==> src/rtl/spi_reg_bridge_if.sv <==
// Signal bundle between the SPI pins / register block and spi_reg_bridge.
// The slave modport is the bridge's view; master is the SPI host plus register block.
interface spi_reg_bridge_if;
    logic       sclk;
    logic       cs_n;
    logic       mosi;
    logic       miso;
    logic       read;
    logic       write;
    logic [5:0] addr;
    logic [7:0] data_write;
    logic [7:0] data_read;
    logic       frame_err;

    modport slave (
        input  sclk, cs_n, mosi, data_read,
        output miso, read, write, addr, data_write, frame_err
    );

    modport master (
        output sclk, cs_n, mosi, data_read,
        input  miso, read, write, addr, data_write, frame_err
    );
endinterface

==> src/rtl/spi_reg_bridge.sv <==
// SPI mode-0 slave that turns 16-bit frames into single-cycle register reads/writes.
// Define SPI_REG_BRIDGE_AUTO_INC_EN to allow address-incrementing bursts after the first data byte.
module spi_reg_bridge #(
    parameter int SYNC_STAGES = 2
) (
    input  logic            clk,
    input  logic            rst_n,
    spi_reg_bridge_if.slave bus
);

    typedef enum logic [1:0] {IDLE, CMD, DATA, DONE} state_t;

    state_t                 state;
    logic [SYNC_STAGES-1:0] sclk_sync;
    logic [SYNC_STAGES-1:0] cs_sync;
    logic [SYNC_STAGES-1:0] mosi_sync;
    logic                   sclk_prev;
    logic                   cs_prev;
    logic [2:0]             bit_cnt;
    logic [7:0]             rx_sh;
    logic [7:0]             tx_sh;
    logic                   is_write;
    logic                   byte_done;

    logic       sclk_s, cs_s, mosi_s;
    logic       sclk_rise, sclk_fall;
    logic [7:0] rx_next;

    assign sclk_s    = sclk_sync[SYNC_STAGES-1];
    assign cs_s      = cs_sync[SYNC_STAGES-1];
    assign mosi_s    = mosi_sync[SYNC_STAGES-1];
    assign sclk_rise = sclk_s & ~sclk_prev;
    assign sclk_fall = ~sclk_s & sclk_prev;
    assign rx_next   = {rx_sh[6:0], mosi_s};

    // cs_n sync chain resets low so a select held across reset never looks like a fresh falling edge.
    always_ff @(posedge clk or negedge rst_n) begin
        if (!rst_n) begin
            state          <= IDLE;
            sclk_sync      <= '0;
            cs_sync        <= '0;
            mosi_sync      <= '0;
            sclk_prev      <= 1'b0;
            cs_prev        <= 1'b0;
            bit_cnt        <= 3'd0;
            rx_sh          <= 8'd0;
            tx_sh          <= 8'd0;
            is_write       <= 1'b0;
            byte_done      <= 1'b0;
            bus.miso       <= 1'b0;
            bus.read       <= 1'b0;
            bus.write      <= 1'b0;
            bus.addr       <= 6'd0;
            bus.data_write <= 8'd0;
            bus.frame_err  <= 1'b0;
        end else begin
            sclk_sync     <= {sclk_sync[SYNC_STAGES-2:0], bus.sclk};
            cs_sync       <= {cs_sync[SYNC_STAGES-2:0], bus.cs_n};
            mosi_sync     <= {mosi_sync[SYNC_STAGES-2:0], bus.mosi};
            sclk_prev     <= sclk_s;
            cs_prev       <= cs_s;
            bus.read      <= 1'b0;
            bus.write     <= 1'b0;
            bus.frame_err <= 1'b0;

            // data_read is valid while read is high; capture it and present its MSB at once.
            if (bus.read) begin
                tx_sh    <= bus.data_read;
                bus.miso <= bus.data_read[7];
            end

            case (state)
                IDLE: begin
                    bus.miso <= 1'b0;
                    if (cs_prev && !cs_s) begin
                        state     <= CMD;
                        bit_cnt   <= 3'd0;
                        rx_sh     <= 8'd0;
                        byte_done <= 1'b0;
                    end
                end

                CMD: begin
                    if (cs_s) begin
                        bus.frame_err <= 1'b1;
                        bus.miso      <= 1'b0;
                        state         <= IDLE;
                    end else if (sclk_rise) begin
                        rx_sh   <= rx_next;
                        bit_cnt <= bit_cnt + 3'd1;
                        if (bit_cnt == 3'd7) begin
                            bus.addr <= rx_next[5:0];
                            is_write <= rx_next[7];
                            bus.read <= ~rx_next[7];
                            state    <= DATA;
                        end
                    end
                end

                DATA: begin
                    if (cs_s) begin
                        bus.frame_err <= (bit_cnt != 3'd0) || !byte_done;
                        bus.miso      <= 1'b0;
                        state         <= IDLE;
                    end else if (sclk_rise) begin
                        rx_sh   <= rx_next;
                        bit_cnt <= bit_cnt + 3'd1;
                        if (bit_cnt == 3'd7) begin
                            byte_done <= 1'b1;
                            if (is_write) begin
                                bus.write      <= 1'b1;
                                bus.data_write <= rx_next;
                            end
`ifdef SPI_REG_BRIDGE_AUTO_INC_EN
                            if (!is_write || byte_done)
                                bus.addr <= bus.addr + 6'd1;
                            bus.read <= ~is_write;
`else
                            state <= DONE;
`endif
                        end
                    end else if (sclk_fall && !is_write && bit_cnt != 3'd0) begin
                        // MSB was preloaded, so the first falling edge of a byte keeps it on the line.
                        tx_sh    <= {tx_sh[6:0], 1'b0};
                        bus.miso <= tx_sh[6];
                    end
                end

                DONE: begin
                    if (cs_s) begin
                        bus.miso <= 1'b0;
                        state    <= IDLE;
                    end
                end

                default: state <= IDLE;
            endcase
        end
    end

endmodule
==> src/flat_wrapper.sv <==
// flat-port wrapper written by rule: the top's interface ports become plain ports
module spi_reg_bridge_flat 
#(
    parameter int SYNC_STAGES = 2
)
  (clk, rst_n, bus_sclk, bus_cs_n, bus_mosi, bus_data_read, bus_miso, bus_read, bus_write, bus_addr, bus_data_write, bus_frame_err);
  spi_reg_bridge_if bus_i ();
  input  logic clk;
  input  logic rst_n;
  input wire logic [$bits(bus_i.sclk)-1:0] bus_sclk;
  input wire logic [$bits(bus_i.cs_n)-1:0] bus_cs_n;
  input wire logic [$bits(bus_i.mosi)-1:0] bus_mosi;
  input wire logic [$bits(bus_i.data_read)-1:0] bus_data_read;
  output wire logic [$bits(bus_i.miso)-1:0] bus_miso;
  output wire logic [$bits(bus_i.read)-1:0] bus_read;
  output wire logic [$bits(bus_i.write)-1:0] bus_write;
  output wire logic [$bits(bus_i.addr)-1:0] bus_addr;
  output wire logic [$bits(bus_i.data_write)-1:0] bus_data_write;
  output wire logic [$bits(bus_i.frame_err)-1:0] bus_frame_err;
  assign bus_i.sclk = bus_sclk;
  assign bus_i.cs_n = bus_cs_n;
  assign bus_i.mosi = bus_mosi;
  assign bus_i.data_read = bus_data_read;
  assign bus_miso = bus_i.miso;
  assign bus_read = bus_i.read;
  assign bus_write = bus_i.write;
  assign bus_addr = bus_i.addr;
  assign bus_data_write = bus_i.data_write;
  assign bus_frame_err = bus_i.frame_err;
  spi_reg_bridge #(.SYNC_STAGES(SYNC_STAGES)) u_core (.clk(clk), .rst_n(rst_n), .bus(bus_i));
endmodule
==> config.mk <==
export PLATFORM = sky130hd
export DESIGN_NAME = spi_reg_bridge_flat
export DESIGN_NICKNAME = d
export VERILOG_FILES = /design/src/rtl/spi_reg_bridge_if.sv /design/src/rtl/spi_reg_bridge.sv /design/src/flat_wrapper.sv
export SDC_FILE = /design/constraint.sdc
export NUM_CORES = 1
export LEC_CHECK = 0
export ABC_AREA = 1
export CAP_MARGIN = 20
export CORE_UTILIZATION = 53
export CTS_CLUSTER_SIZE = 14
export DETAILED_ROUTE_END_ITERATION = 12
export GPL_TIMING_DRIVEN = 0
export PLACE_DENSITY = 0.8
export SYNTH_ARGS = -nofsm -noshare
export SYNTH_HDL_FRONTEND = slang
export SYNTH_SLANG_ARGS = --single-unit
==> constraint.sdc <==
create_clock -name clk -period 2 [get_ports clk]
set_input_delay 0.4 -clock clk [delete_from_list [all_inputs] [get_ports clk]]
set_output_delay 0.4 -clock clk [all_outputs]
set_load 0.03 [all_outputs]
[Yosys cells after proc, flatten, opt, wreduce, memory -nomap -nowiden]
Index checks and enable logic that the tools add are counted.
Storage, ports and cells
  flip-flop bits (word level): 48
  bits of input ports: 13
  output and inout bits: 18
  word-level logic and storage cells: 102
Operators by class
  add/sub/neg operators: 1
  equality and inequality tests: 15
  mux-type cells: 45
  bitwise logic cells: 6
  reduce and logical (&&, ||, !) cells: 18
Operators with widths (number)
  2-to-1 mux 8 bit: 5
  2-to-1 mux 7 bit: 3
  2-to-1 mux 1 bit: 20
  2-to-1 mux 2 bit: 8
  one-hot mux 7 bit (2 select lines): 1
  inequality test 3 x 1 -> 1 bit, second input constant: 4
  inequality test 2 x 1 -> 1 bit, second input constant: 5
  AND reduction 5 bit: 2
  2-to-1 mux 3 bit: 3
  one-hot mux 2 bit (4 select lines): 1
  AND reduction 4 bit: 2
  one-hot mux 3 bit (2 select lines): 1
  AND reduction 6 bit: 1
  == test 2 bit, second input constant: 2
  inequality test 2 bit, second input constant: 2
  inverter 1 bit: 4
  one-hot mux 1 bit (2 select lines): 2
  nonzero test 2 bit: 2
  OR reduction 2 bit: 2
  adder 3 x 1 -> 3 bit, second input constant: 1
  == test 3 bit, second input constant: 1
  logical AND 1 bit: 3
  zero test 1 bit: 3
  one-hot mux 1 bit (3 select lines): 1
  5 further kinds: 6

[Logic depth before layout (Yosys ltp)]
Gate-level depths: netlist (run 1).
  depth after elaboration: 8
  mapped depth: 9
  gate-level depth less buffers: 9

[Worst setup path after synthesis (run 1)]
OpenSTA, ideal clock, no wires.
  path type: flip-flop to flip-flop
  start point: reg u_core.state[0]
  end point: reg u_core.bus.data_write[4]
  setup time: 0.121 ns
  data arrival time: 1.332 ns
  required time: 1.879 ns
  setup slack: 0.546 ns
  cell stages (with the launch flop): 9
  path buffers: 1
  period minus slack after synthesis: 1.454 ns
  path through: dfrtp_1 > inv_1 > ha_1 > inv_1 > nor2_1 > nand3_1 > buf_2 > nand2_1 > o21ai_1
Between the ends
  longest elaborated chain between the ends: 2
RTL lines
  from (decl): RTL line spi_reg_bridge.sv:13  | state_t state;
  from (signal assigned): RTL line spi_reg_bridge.sv:39  | state <= IDLE;
  from (signal assigned): RTL line spi_reg_bridge.sv:76  | state <= CMD;
  from (signal assigned): RTL line spi_reg_bridge.sv:87  | state <= IDLE;
  == test 2 bit: RTL line spi_reg_bridge.sv:72  | case (state)
  AND reduction 5 bit (no line)
  to (signal assigned): RTL line spi_reg_bridge.sv:112  | bus.data_write <= rx_next;
  to (decl): RTL line spi_reg_bridge_if.sv:17  | output miso, read, write, addr, data_write, frame_err
Every way passes these cells.
A chain may end at the register's enable or synchronous reset.

[Worst setup path after layout (run 1)]
  start point: reg u_core.bus.addr[5]
  end point: out bus_addr[5]
RTL lines
  from (decl): RTL line spi_reg_bridge_if.sv:17
  from (signal assigned): RTL line spi_reg_bridge.sv:92  | bus.addr <= rx_next[5:0];
  to (decl): RTL line flat_wrapper.sv:17  | output wire logic [$bits(bus_i.addr)-1:0] bus_addr;
No word-level cell between the ends.

==> results of run 1 <==
==> cells by family (layout without fill, tap and decap cells) <==
kind of cell / count (synthesis) / count (layout) / share of synthesized area
AO/OA/AOI/OAI: 34 / 34 / 0.08510
buffers and inverters: 30 / 69 / 0.06132
multiplexers: 5 / 5 / 0.02503
AND/OR/NAND/NOR: 93 / 93 / 0.1902
adder cells (fa/ha/maj): 8 / 8 / 0.05006
flip-flops: 47 / 47 / 0.5882
==> synth_stat cells, drive strengths merged <==
cell type / instances / share of area
nand2: 69 / 0.13
dfrtp: 47 / 0.59
o21ai: 27 / 0.068
inv: 23 / 0.043
nor2: 10 / 0.019
ha: 8 / 0.050
nand3: 8 / 0.020
a21oi: 7 / 0.018
buf: 6 / 0.016
mux2i: 5 / 0.025
nor3: 3 / 0.013
nand4: 2 / 0.0063
clkbuf: 1 / 0.0019
nor4: 1 / 0.0031
==> per-layer routing <==
| metal | track usage | up-vias | part of all wire |
|---|---|---|---|
| li1 | - | 763 | - |
| met5 | 0 | - | 0 |
| met1 | 0.2689 | 698 | 0.48 |
| met2 | 0.3165 | 27 | 0.47 |
| met4 | 0.07670 | 0 | 0.015 |
| met3 | 0.05435 | 5 | 0.039 |
==> through the flow <==
step	utilization	area, um^2
4_1_cts	0.7186	2492
3_5_place_dp	0.6861	2380
3_3_place_gp	0.6797	2357
2_1_floorplan	-	1999
6_report	0.7186	2492
5_1_grt	0.7186	2492
==> sequential cells by signal (all words and copies together) (netlist names), 2 cells and up <==
register / cells
u_core.bit_cnt: 3
u_core.bus.addr: 6
u_core.bus.data_write: 8
u_core.cs_sync: 2
u_core.mosi_sync: 2
u_core.rx_sh: 7
u_core.sclk_sync: 2
u_core.state: 2
u_core.tx_sh: 7
==> worst register-to-register path, stage by stage (launching register included) <==
cell     delay, ns
dfrtp_1       0.42
inv_1         0.12
ha_1          0.25
inv_1         0.11
nor2_1        0.26
nand3_1       0.15
buf_2         0.20
nand2_1       0.08
o21ai_1       0.06
==> layout make-up <==
class                      instances  share of cell area
sequential                        47              0.4719
multi-input combinational        140              0.2811
timing repair buffer              31              0.1295
inverter                          23             0.03464
clock buffer                       5             0.02761
tap                               46             0.02309
clock inverter                     3             0.01757
buffer                             7             0.01456
==> power by group through the flow <==
stage	Sequential [mW]	Combinational (mW)	Clock, mW
after detailed placement	1.20	0.800	0
after floorplan	1.20	0.560	0
after global routing	1.20	0.921	0.749
after global placement	1.20	0.758	0
after CTS	1.18	0.822	0.688
final	1.19	0.813	0.675
==> worst paths after layout <==
path | from | to
worst min-delay path | rst_n | u_core.bit_cnt[2]
max in group asynchronous | rst_n | u_core.state[0]
worst max register to register | u_core.state[0] | u_core.bus.data_write[5]
min in group clk | u_core.sclk_sync[0] | u_core.sclk_sync[1]
worst max-delay path | u_core.bus.addr[5] | bus_addr[5]
worst min register to register | u_core.sclk_sync[0] | u_core.sclk_sync[1]
==> impl_metrics.yaml, run 1 <==
global_route:
  grt_pass1_vias: 1381
  antenna_found_initial: 0
  grt_pass1_wl_mm: 6.120
  track_usage: 0.2023
  gr-total-overflow: 0
  grt_max_degree: 27
placement:
  place_congestion: 0.7468
  hpwlAfterDp_mm: 2.537
  placedCellCount: 294
  portBuffers: 30
  preCtsSetupSlack_ns: 0.2871
timing:
  fmax_mhz: 571.3
  fin_crit_ns: 1.750
  setup_tns_ns: 0
  setup_viol_count_final: 0
  rsz0062_at_grt: "no"
  worst_slack_ns: 0.2495
  min_period_over_period: 0.8752
  final-max-slew-violation-count: 0
  finalHoldViolations: 0
  finClkSkew_ns: 0.009624
  tightest_slew_ns: 0.5149
  maxSlewHeadroom: 0.6567
  hold_slack_ns: 0.06420
critical_path:
  slowest_delay_ns: 0.68
  rrSetupSlack_ns: 0.26
  crit_path_top_delay_cell: "clkdlybuf4s50_1"
  critPathMaxFanout: 2
  cp-end-kind: "output port"
  cp_top_family: "buffers and inverters"
  arrival_ns: 1.35
  criticalPathCategory: "reg2out"
  required_ns: 1.60
  path_buf_inv: 1
  r2r_cells: 8
  crit_cells: 1
  cp_cell_sequence: "clkdlybuf4s50_1"
  start_kind: "flip-flop"
pwr:
  ir_worst_vdd_mv: 0.6458
  p_sw_frac: 0.3475
  power.switching_uw: 929.1
  clkPwrFrac: 0.252
  p_per_area_nw_per_um2: 1073
  p_seq_frac: 0.443
  p_int_mw: 1.744
  p_comb_frac: 0.304
  p_total_mw: 2.673
  p_leak_nw: 1.158
route:
  num_vias: 1493
  wire_per_inst_um: 11.78
  via_per_inst: 4.944
  drc: 0
  first_iter_violations: 60
  firstDrtPassIters: 4
  final_antenna_net_count: 0
  drt-total-wl_mm: 3.557
die:
  chipHeight_um: 63.42
  core_area_um2: 3468
  fp.dieW_um: 63.42
  ios: 31
  row_count: 21
  die_area_um2: 4022
  initial_utilization: 0.5765
clock_tree:
  numCtsBuffers: 5
  htree_levels: 2
  tritoncts: "built"
  hold_buffers: 0
  clockBufferDepth: 2
  clockRootBuffer: "clkbuf_8"
  insertion_delay_ns: 0.30
  clock-sinks: 47
  cts_setup_buffers: 0
  post_cts_resized: 0
  cts.clk_slew.worst_paths_ns: 0.08
final_layout:
  areaGrowthSynthToFinish_pct: 24.66
  nets: 276
  multi_input_area_um2: 700.7
  finalNonFillerCells: 302
  n_antenna_cell: 0
  fillers: 257
  drive_above_1_share: 0.07422
  seq_area_um2: 1176
  layout_common_cells: "nand2_1 (69), dfrtp_1 (47), clkdlybuf4s50_1 (29)"
  final_common_cell: "nand2_1"
status:
  status: "completed"
synth:
  synth_nets: 238
  yosysSeqAreaShare: 0.5882
  ys_ff_latch: 47
  synth_cell_type_count: 18
  netlist_area_um2: 1999
  avgSynthCellArea_um2: 9.214
  syn_inst: 217
  synth_warnings: 0
hold_path:
  hold_class: "in2async"
job:
  maxCapViolations: 0
No activity file was read; power rests on OpenSTA's default activity.
==> run 2, diff against run 1 <==
CORE_UTILIZATION = 45   (was 53)
PLACE_DENSITY = 0.7   (was 0.8)
==> run 2 against run 1 <==
  * Sequential share of layout area is 0.45 points higher
  * Utilization decreased by 12 points
  * First-iteration DRC count up 110%
  * Flip-flop and latch count unchanged
  * Power decreased by 5.9%
  * Count of clock-buffer cells in the layout is 2 higher
  * Critical path depth unchanged
  * Maximum frequency rose by 0.46%
==> impl_metrics.yaml, run 2 (synthesis gave the netlist of run 1 again) <==
clock_tree:
  cts.clk_slew.worst_paths_ns: 0.08
  tritoncts: "built"
  clockRootBuffer: "clkbuf_8"
  htree_levels: 2
  clockBufferDepth: 2
  insertion_delay_ns: 0.30
  clock-sinks: 47
  numCtsBuffers: 5
  post_cts_resized: 0
  cts_setup_buffers: 0
pwr:
  p_leak_nw: 1.143
  p_seq_frac: 0.472
  p_int_mw: 1.619
  p_comb_frac: 0.314
  ir_worst_vdd_mv: 0.5374
  p_sw_frac: 0.3562
  clkPwrFrac: 0.214
  p_per_area_nw_per_um2: 1019
  power.switching_uw: 895.6
die:
  core_area_um2: 4144
  ios: 31
  chipHeight_um: 68.66
  fp.dieW_um: 68.66
  initial_utilization: 0.4825
  row_count: 23
  die_area_um2: 4714
timing:
  setup_viol_count_final: 0
  setup_tns_ns: 0
  hold_slack_ns: 0.3525
  finClkSkew_ns: 0.003626
  rsz0062_at_grt: "no"
  min_period_over_period: 0.8713
  final-max-slew-violation-count: 0
  maxSlewHeadroom: 0.7297
  fmax_mhz: 573.9
  finalHoldViolations: 0
  tightest_slew_ns: 0.4054
  fin_crit_ns: 1.743
final_layout:
  layout_common_cells: "nand2_1 (69), dfrtp_1 (47), clkdlybuf4s50_1 (29)"
  fillers: 373
  areaGrowthSynthToFinish_pct: 23.47
  largest_reg_flops: 8
  nets: 277
  regMostFlops: "u_core.bus.data_write"
  n_antenna_cell: 0
  final_common_cell: "nand2_1"
  drive_above_1_share: 0.06615
  reg.largest.list: "u_core.bus.data_write: 8 flops, u_core.rx_sh: 7 flops, u_core.tx_sh: 7 flops"
route:
  firstDrtPassIters: 6
  drt-total-wl_mm: 3.622
  wire_per_inst_um: 11.80
  num_vias: 1475
  first_iter_violations: 123
  via_per_inst: 4.805
  drc: 0
  final_antenna_net_count: 0
hold_path:
  min_from: "u_core.cs_sync[0]"
  hold_end: "u_core.cs_sync[1]"
  hold_class: "reg2reg"
  whs_path_depth: 0
global_route:
  grt_max_degree: 36
  grt_pass1_vias: 1362
  gr-total-overflow: 0
  grt_pass1_wl_mm: 6.168
  antenna_found_initial: 0
  track_usage: 0.1822
placement:
  place_congestion: 0.8221
  portBuffers: 30
  hpwlAfterDp_mm: 2.581
critical_path:
  r2r_start: "u_core.state[0]"
  cp_top_family: "buffers and inverters"
  criticalPathCategory: "reg2out"
  crit_path_top_delay_cell: "clkdlybuf4s50_1"
  critPathMaxFanout: 2
  slowest_delay_ns: 0.67
  r2r_cells: 8
  arrival_ns: 1.34
  rrSetupSlack_ns: 0.29
  r2r-end: "u_core.bus.data_write[5]"
  cp-end-kind: "output port"
  start_kind: "flip-flop"
  path_buf_inv: 1
  required_ns: 1.60
  cp_cell_sequence: "clkdlybuf4s50_1"
status:
  status: "completed"
job:
  maxCapViolations: 0
## run 2: changes by cell type in the layout (fill, tap and decap cells not counted)
| cell | change |
|---|---|
| buf_12 | +1 |
| buf_16 | -1 |
| bufinv_16 | -1 |
| clkbuf_1 | +2 |
| clkinv_4 | -1 |
| dlygate4sd3_1 | +1 |
## run 2: worst max path at each step
| stage | cells after the start | startpoint | slack (ns) | endpoint |
|---|---|---|---|---|
| after floorplan | 8 | u_core.state[0] | 0.55 | u_core.bus.data_write[4] |
| after global placement | 1 | rst_n | -0.73 | u_core.bus.addr[0] |
| after detailed placement | 8 | u_core.state[0] | 0.29 | u_core.bus.data_write[5] |
| after CTS | 1 | u_core.bus.addr[4] | 0.25 | bus_addr[4] |
| after global routing | 8 | u_core.state[0] | 0.12 | u_core.bus.data_write[7] |
| final | 1 | u_core.bus.addr[4] | 0.26 | bus_addr[4] |
## run 2: layer usage
layer	vias up	wire length, um	global-route usage	part of all wire
met2	29	1639	0.2794	0.45
met5	-	0	0	0
li1	764	-	-	-
met3	4	140	0.05428	0.039
met4	0	43	0.08333	0.012
met1	678	1798	0.2360	0.50
## run 2: power by group through the flow
stage          clock network, mW  registers (mW)  logic (mW)
4_1_cts                    0.557            1.19       0.797
3_5_place_dp                   0            1.21       0.783
3_3_place_gp                   0            1.20       0.761
6_report                   0.538            1.19       0.789
2_1_floorplan                  0            1.20       0.560
5_1_grt                    0.604            1.20       0.913
## run 2: cell type report
| type | count | area [um^2] | share of cell area |
|---|---|---|---|
| buffer | 7 | 36.28 | 0.01470 |
| clock buffer | 7 | 76.32 | 0.03092 |
| clock inverter | 1 | 5.005 | 0.002027 |
| inverter | 23 | 86.33 | 0.03497 |
| multi-input combinational | 140 | 700.7 | 0.2838 |
| sequential | 47 | 1176 | 0.4764 |
| tap | 50 | 62.56 | 0.02534 |
| timing repair buffer | 32 | 325.3 | 0.1318 |
## run 2: repair_timing
item                                    4_1_cts  5_1_grt
hold buffers                                  1        0
hold endpoints to repair                     12        0
endpoints found under the setup margin        0        0
## run 2: metrics by stage
| step | instance area (um^2) | utilization | total power, mW | std cells | setup WS, ns |
|---|---|---|---|---|---|
| global route | 2469 | 0.5957 | 2.721 | 307 | 0.1196 |
| CTS | 2469 | 0.5957 | 2.540 | 307 | 0.2457 |
| floorplan | 1999 | - | 1.757 | 217 | 0.5465 |
| global placement | 2362 | 0.5700 | 1.960 | 297 | -0.7299 |
| finish | 2469 | 0.5957 | 2.514 | 307 | 0.2575 |
| detailed placement | 2377 | 0.5737 | 1.989 | 298 | 0.2931 |
